**config.mk**
```make
export PLATFORM = sky130hd
export DESIGN_NAME = onchip_mem_s2_arbiter
export DESIGN_NICKNAME = d
export VERILOG_FILES = /design/src/rtl/onchip_mem_s2_arbiter.sv
export SDC_FILE = /design/constraint.sdc
export NUM_CORES = 1
export LEC_CHECK = 0
export BUFFER_PORTS_ARGS = -buffer_cell sky130_fd_sc_hd__buf_2
export CAP_MARGIN = 25
export CELL_PAD_IN_SITES_DETAIL_PLACEMENT = 1
export CELL_PAD_IN_SITES_GLOBAL_PLACEMENT = 2
export CORE_UTILIZATION = 10
export CTS_CLUSTER_SIZE = 8
export DETAILED_ROUTE_END_ITERATION = 8
export PLACE_DENSITY_LB_ADDON = 0.08
export SLEW_MARGIN = 20
export SYNTH_ARGS = -nofsm -noshare
export SYNTH_HDL_FRONTEND = slang
export SYNTH_SLANG_ARGS = --single-unit
```
**constraint.sdc**
```tcl
create_clock -name clk -period 1.6 [get_ports clk]
set_clock_uncertainty 0.1 [all_clocks]
set_input_delay 0.32 -clock clk [delete_from_list [all_inputs] [get_ports clk]]
set_output_delay 0.32 -clock clk [all_outputs]
set_load 0.01 [all_outputs]
```
**src/rtl/onchip_mem_s2_arbiter.sv**
```systemverilog
// Round-robin arbiter sharing the s2 port of the dual-port on-chip RAM between two
// Avalon-MM masters. It tracks the RAM's 1-cycle read latency and routes readdatavalid.
module onchip_mem_s2_arbiter #(
  parameter int ADDR_W = 13,
  parameter int DATA_W = 32,
  parameter int BE_W   = 4
) (
  input  logic              clk,
  input  logic              reset,
  input  logic              freeze,
  input  logic [ADDR_W-1:0] m0_address,
  input  logic [BE_W-1:0]   m0_byteenable,
  input  logic              m0_read,
  input  logic              m0_write,
  input  logic [DATA_W-1:0] m0_writedata,
  output logic              m0_waitrequest,
  output logic [DATA_W-1:0] m0_readdata,
  output logic              m0_readdatavalid,
  input  logic [ADDR_W-1:0] m1_address,
  input  logic [BE_W-1:0]   m1_byteenable,
  input  logic              m1_read,
  input  logic              m1_write,
  input  logic [DATA_W-1:0] m1_writedata,
  output logic              m1_waitrequest,
  output logic [DATA_W-1:0] m1_readdata,
  output logic              m1_readdatavalid,
  output logic [ADDR_W-1:0] mem_address,
  output logic [BE_W-1:0]   mem_byteenable,
  output logic              mem_chipselect,
  output logic              mem_write,
  output logic [DATA_W-1:0] mem_writedata,
  output logic              mem_clken,
  input  logic [DATA_W-1:0] mem_readdata
);

  logic [1:0] read_vec;
  logic [1:0] write_vec;
  logic [1:0] req;
  logic [1:0] rd_only;
  logic [1:0] grant;
  logic [1:0] wait_vec;
  logic [1:0] rdv_vec;
  logic [1:0] rd_pend_reg;
  logic [1:0] rd_pend_next;
  logic       last_grant_reg;  // index of the most recently granted master
  logic       sel_m1;

  assign read_vec  = {m1_read, m0_read};
  assign write_vec = {m1_write, m0_write};

  genvar gi;
  generate
    for (gi = 0; gi < 2; gi++) begin : g_master
      assign req[gi]          = read_vec[gi] | write_vec[gi];
      // A simultaneous read+write is treated as a write only.
      assign rd_only[gi]      = read_vec[gi] & ~write_vec[gi];
      assign wait_vec[gi]     = req[gi] & ~grant[gi];
      assign rd_pend_next[gi] = grant[gi] & rd_only[gi];
      // Reset masks a return that was already in flight when reset rose.
      assign rdv_vec[gi]      = rd_pend_reg[gi] & ~reset;
    end
  endgenerate

  always_comb begin
    grant = 2'b00;
    if (!reset && !freeze) begin
      case (req)
        2'b01:   grant = 2'b01;
        2'b10:   grant = 2'b10;
        2'b11:   grant = last_grant_reg ? 2'b01 : 2'b10;
        default: grant = 2'b00;
      endcase
    end
  end

  always_ff @(posedge clk) begin
    if (reset) begin
      rd_pend_reg    <= 2'b00;
      last_grant_reg <= 1'b1;
    end else begin
      rd_pend_reg <= rd_pend_next;
      if (grant != 2'b00) begin
        last_grant_reg <= grant[1];
      end
    end
  end

  // Idle cycles still drive m0's fields so the RAM pins never float to X.
  assign sel_m1         = grant[1];
  assign mem_address    = sel_m1 ? m1_address    : m0_address;
  assign mem_byteenable = sel_m1 ? m1_byteenable : m0_byteenable;
  assign mem_writedata  = sel_m1 ? m1_writedata  : m0_writedata;
  assign mem_chipselect = |grant;
  assign mem_write      = (grant[1] & m1_write) | (grant[0] & m0_write);
  assign mem_clken      = 1'b1;

  assign m0_waitrequest   = wait_vec[0];
  assign m1_waitrequest   = wait_vec[1];
  assign m0_readdatavalid = rdv_vec[0];
  assign m1_readdatavalid = rdv_vec[1];
  assign m0_readdata      = mem_readdata;
  assign m1_readdata      = mem_readdata;

endmodule
```
## Word level (Yosys, flattened, before mapping)

Cells that the tools add are included.

| word-level totals | value |
|---|---|
| register bits after elaboration | 3 |
| input bits | 137 |
| output and inout bits | 120 |
| word-level logic and storage cells | 34 |

| operators by class | value |
|---|---|
| equality and inequality tests | 3 |
| multiplexer cells | 6 |
| bitwise logic cells | 18 |
| reduce and logical (&&, ||, !) cells | 5 |

Operator list:

| kind | number |
|---|---|
| $mux W32 | 1 |
| $mux W13 | 1 |
| $and A1 B1 Y1 | 10 |
| $pmux W2 S3 | 1 |
| $not A1 Y1 | 5 |
| $eq A2 B2 Y1 const B | 2 |
| $mux W2 | 2 |
| $mux W4 | 1 |
| $or A1 B1 Y1 | 3 |
| $eq A2 B1 Y1 const B | 1 |
| $logic_not A1 Y1 | 2 |
| $reduce_bool A2 Y1 | 1 |
| $reduce_or A2 Y1 | 1 |
| $logic_and A1 B1 Y1 | 1 |

## Depth between registers and ports, before layout

| logic depth | value |
|---|---|
| depth after elaboration | 6 |
| depth in mapped cells | 5 |
| mapped depth without buffers | 3 |

## Worst setup path before layout

Ideal clock, no wire load.

| timing | value |
|---|---|
| path kind | input to output |
| start | input m1_write |
| end | output mem_writedata[21] |
| data arrival time | 1.245 ns |
| required time | 1.180 ns |
| path slack | -0.065 ns |
| stages | 5 |
| cells stage by stage | nor2_2 nand3b_4 buf_6 buf_6 mux2_4 |

| on the way | value |
|---|---|
| longest elaborated chain between the ends | 5 |
| elaborated cells between the ends (all ways) | 7 |
| classes of those cells | eq/ne: 3; mux: 3; bitwise: 1 |

Ends and longest elaborated chain:

| element | RTL line | source |
|---|---|---|
| start, declared | 22 | `input logic m1_write,` |
| $or A1 B1 Y1 (*) | 54 | `assign req[gi] = read_vec[gi] \| write_vec[gi];` |
| $eq A2 B2 Y1 or $eq A2 B1 Y1 (tied branches) | 67 | `case (req)` |
| $pmux W2 S3 (*) | 67 |  |
| $mux W2 (*) | 66 | `if (!reset && !freeze) begin` |
| $mux W32 (*) | 92 | `assign mem_writedata = sel_m1 ? m1_writedata : m0_writedata;` |
| end, declared | 31 | `output logic [DATA_W-1:0] mem_writedata,` |

Mark *: on every way between the ends. The rest lies on a longest branch, timed or not.

## Worst setup path after layout

| timing | value |
|---|---|
| start | register last_grant_reg |
| end | output mem_writedata[22] |

| on the way | value |
|---|---|
| longest elaborated chain between the ends | 4 |

Ends and longest elaborated chain:

| element | RTL line | source |
|---|---|---|
| start, declared | 45 | `logic last_grant_reg;` |
| start signal, assigned | 83 | `last_grant_reg <= grant[1];` |
| $mux W2 | 70 | `2'b11: grant = last_grant_reg ? 2'b01 : 2'b10;` |
| $pmux W2 S3 | 67 |  |
| $mux W2 | 66 |  |
| $mux W32 | 92 |  |

Every way passes these cells.

==> results.sh <==
export IMPL_status="finished, violations left"
export IMPL_failed_checks="setup timing"
export IMPL_holdBufCountCts=0
export IMPL_antenna_found_initial=0
export IMPL_fin_area_sq_um=2230
export IMPL_worstHoldStart="m0_write"
export IMPL_end_kind="output pin"
export IMPL_via_per_inst=3.31
export IMPL_hold_depth=3
export IMPL_use_met3_pct=2.87
export IMPL_comb_power_share_pct=52.7
export IMPL_worstReg2RegEnd="last_grant_reg"
export IMPL_syn_avg_cell_area_sq_um=9.18
export IMPL_area_delta_synth_final_pct=67.8
export IMPL_clockRootBuffer="clkbuf_16"
export IMPL_grt_setup_unrepaired="yes"
export IMPL_synth_distinct_cells=21
export IMPL_syn_num_nets=282
export IMPL_clock_power_share_pct=39.4
export IMPL_yosysTopAreaCell="buf_4"
export IMPL_die_h_um=117
export IMPL_timing_fmax_mhz=519
export IMPL_cts_tree="built"
export IMPL_cts_buffers=3
export IMPL_drtAntennaViolNets=0
export IMPL_busiest_layer="met2"
export IMPL_grt_max_degree=31
export IMPL_hold_class="primary input to flip-flop"
export IMPL_p_sw_w=0.000284
export IMPL_worst_slack_ns=-0.325
export IMPL_total_power_w=0.00102
export IMPL_synth_edf_count=0
export IMPL_slew_violations=0
export IMPL_p_int_w=0.000732
export IMPL_place_area_sq_um=1950
export IMPL_crit_slowest_cell="dfxtp_4"
export IMPL_power_frac_seq_pct=7.9
export IMPL_grt_pass1_wl_mm=8.50
export IMPL_maxCapViolCount=0
export IMPL_sw_frac_of_total_pct=27.9
export IMPL_leakage_nw=1.20
export IMPL_start_util_pct=10.4
export IMPL_grt_usage_pct=8.00
export IMPL_pre_cts_slack_ns=-0.268
export IMPL_ir_drop_uv=251
export IMPL_portBuffers=159
export IMPL_detail_route_iter0_violations=16
export IMPL_path_max_fanout=10
export IMPL_cpPeakStageDelay_ns=0.35
export IMPL_setup_tns_final_ns=-14.23
export IMPL_route_detailed_drc=0
export IMPL_fp_row_count=41
export IMPL_vias=1422
export IMPL_seq_area_frac_synth_pct=4.51
export IMPL_die_x_um=117
export IMPL_ys_flop_type="dfxtp_1"
export IMPL_ff2ff_path_depth=3
export IMPL_ios=257
export IMPL_htreeDepth=1
export IMPL_dieArea_sq_um=13800
export IMPL_period_needed_ns=1.93
export IMPL_synth_top_cells_by_area="buf_4, mux2_2, mux2_4"
export IMPL_critPathKind="flip-flop to output pin"
export IMPL_hpwl_mm=5.05
export IMPL_nets=395
export IMPL_r2r_setup_slack_ns=0.53
export IMPL_totalWireLength_mm=5.74
export IMPL_cp_cell_sequence="o21ai_4, nand3b_4, buf_4, buf_12, mux2_4, buf_2"
export IMPL_gr_usage_met2_pct=16.4
export IMPL_async_flop_share_pct=0
export IMPL_coreArea_sq_um=12800
export IMPL_gr_usage_met1_pct=6.64
export IMPL_syn_area_sq_um=1330
export IMPL_drt_first_pass_iters=3
export IMPL_wl_per_cell_um=13.4
export IMPL_clk_pin_slew_ns=0.03
export IMPL_period_share_pct=120
export IMPL_grt_overflow_total=0
export IMPL_syn_inst=145
export IMPL_yosys_area_top_type_share_pct=36.7
export IMPL_n_antenna_cell=0
export IMPL_cts_sinks=3
export IMPL_setup_violations=49
export IMPL_drive_gt1_share_pct=92.6
export IMPL_arrival_ns=1.51
export IMPL_crit_path_start_kind="flip-flop"
export IMPL_min_to="rd_pend_reg[0]"
export IMPL_clk_latency_ns=0.22
export IMPL_clockBufferDepth=2
export IMPL_ys_seq_elements=3
export IMPL_largest_reg_flops=2
export IMPL_place_congestion=0.744
export IMPL_synth_warnings=0
export IMPL_grt_pass1_vias=1612
export IMPL_crit_required_ns=1.18
export IMPL_hold_slack_ns=0.343
export IMPL_r2r_start="last_grant_reg"
export IMPL_finalHoldViolCount=0
export IMPL_power_density_nw_per_um2=455
==> repair_timing <==
item                       CTS  global route
buffers inserted             3             0
cloned                       2             0
resized for setup           23             3
setup endpoints to repair   50            51
pin swaps                    1             2
==> worst max-delay path: cells and delay by family (launching register included) <==
| family | cells | cell delay, ns |
|---|---|---|
| AOI/OAI and AO/OA | 1 | 0.07 |
| and+or+nand+nor | 1 | 0.12 |
| buffers and inverters | 3 | 0.44 |
| DFF | 1 | 0.35 |
| muxes | 1 | 0.29 |
==> stage by stage <==
| stage | util [%] | cells |
|---|---|---|
| finish | 17.4 | 429 |
| global route | 17.4 | 429 |
| CTS | 17.3 | 429 |
| detailed placement | 15.2 | 420 |
| global placement | 15.2 | 420 |
| floorplan | - | 145 |
==> power groups by stage <==
stage	Sequential (W)	Clock (W)	Combinational [W]
6_report	0.0000804	0.000400	0.000535
5_1_grt	0.0000807	0.000415	0.000576
4_1_cts	0.0000806	0.000407	0.000541
3_3_place_gp	0.0000826	0	0.000488
3_5_place_dp	0.0000821	0	0.000482
2_1_floorplan	0.0000823	0	0.000375
==> cell type report <==
cell class | instances | area [sq um]
flip-flops and latches | 3 | 63.8
multi-input cells | 72 | 785
clock buffers | 4 | 78.8
well taps | 172 | 215
repair buffers | 178 | 1090
fillers | 1570 | 10600
==> how the worst max path moves through the flow <==
stage,start,to,cells after the start
finish,last_grant_reg,mem_writedata[22],6
global route,last_grant_reg,mem_writedata[22],6
CTS,last_grant_reg,mem_writedata[22],6
detailed placement,m1_write,mem_address[8],6
global placement,m1_write,mem_writedata[12],6
floorplan,m1_write,mem_writedata[21],5
==> cell families (layout without fill, tap and decap cells) <==
logic type             Yosys count  count (layout)  synth area share [%]
AO/OA/AOI/OAI                    8               8                  4.32
buffers and inverters           70             182                  39.5
flip-flops                       3               3                  4.51
multiplexers                    49              49                  44.3
other                            1               1                 0.282
AND/OR/NAND/NOR                 14              14                  7.14
==> layout by cell type (no fill, tap or decap) <==
master	count
dfxtp_1	2
buf_16	2
buf_6	12
conb_1	1
nand3b_4	1
buf_12	3
dfxtp_4	1
mux2_4	13
nor2_1	3
a21oi_1	1
a21boi_1	1
clkbuf_16	3
nand2b_1	1
nor2_4	2
nor3b_1	1
clkbuf_1	1
nor2b_4	1
nor4_1	1
o21ai_0	2
a211o_1	1
mux2_2	36
buf_4	14
nand2_1	2
nor2b_1	2
o21ai_4	2
buf_2	147
a21oi_2	1
==> synthesized netlist by cell type (2+ instances only) <==
master / n
buf_4: 65
mux2_2: 39
mux2_4: 10
buf_2: 3
dfxtp_1: 3
nor2_1: 3
nor2b_1: 3
o21ai_0: 3
a21oi_1: 2
buf_6: 2
nand2_1: 2
==> metal layers <==
layer / routed length [um] / vias to the layer above
li1: - / 652
met1: 1770 / 633
met3: 673 / 17
met2: 3180 / 120
met5: 0 / -
met4: 112 / 0
(Power assumes the default switching activity.)
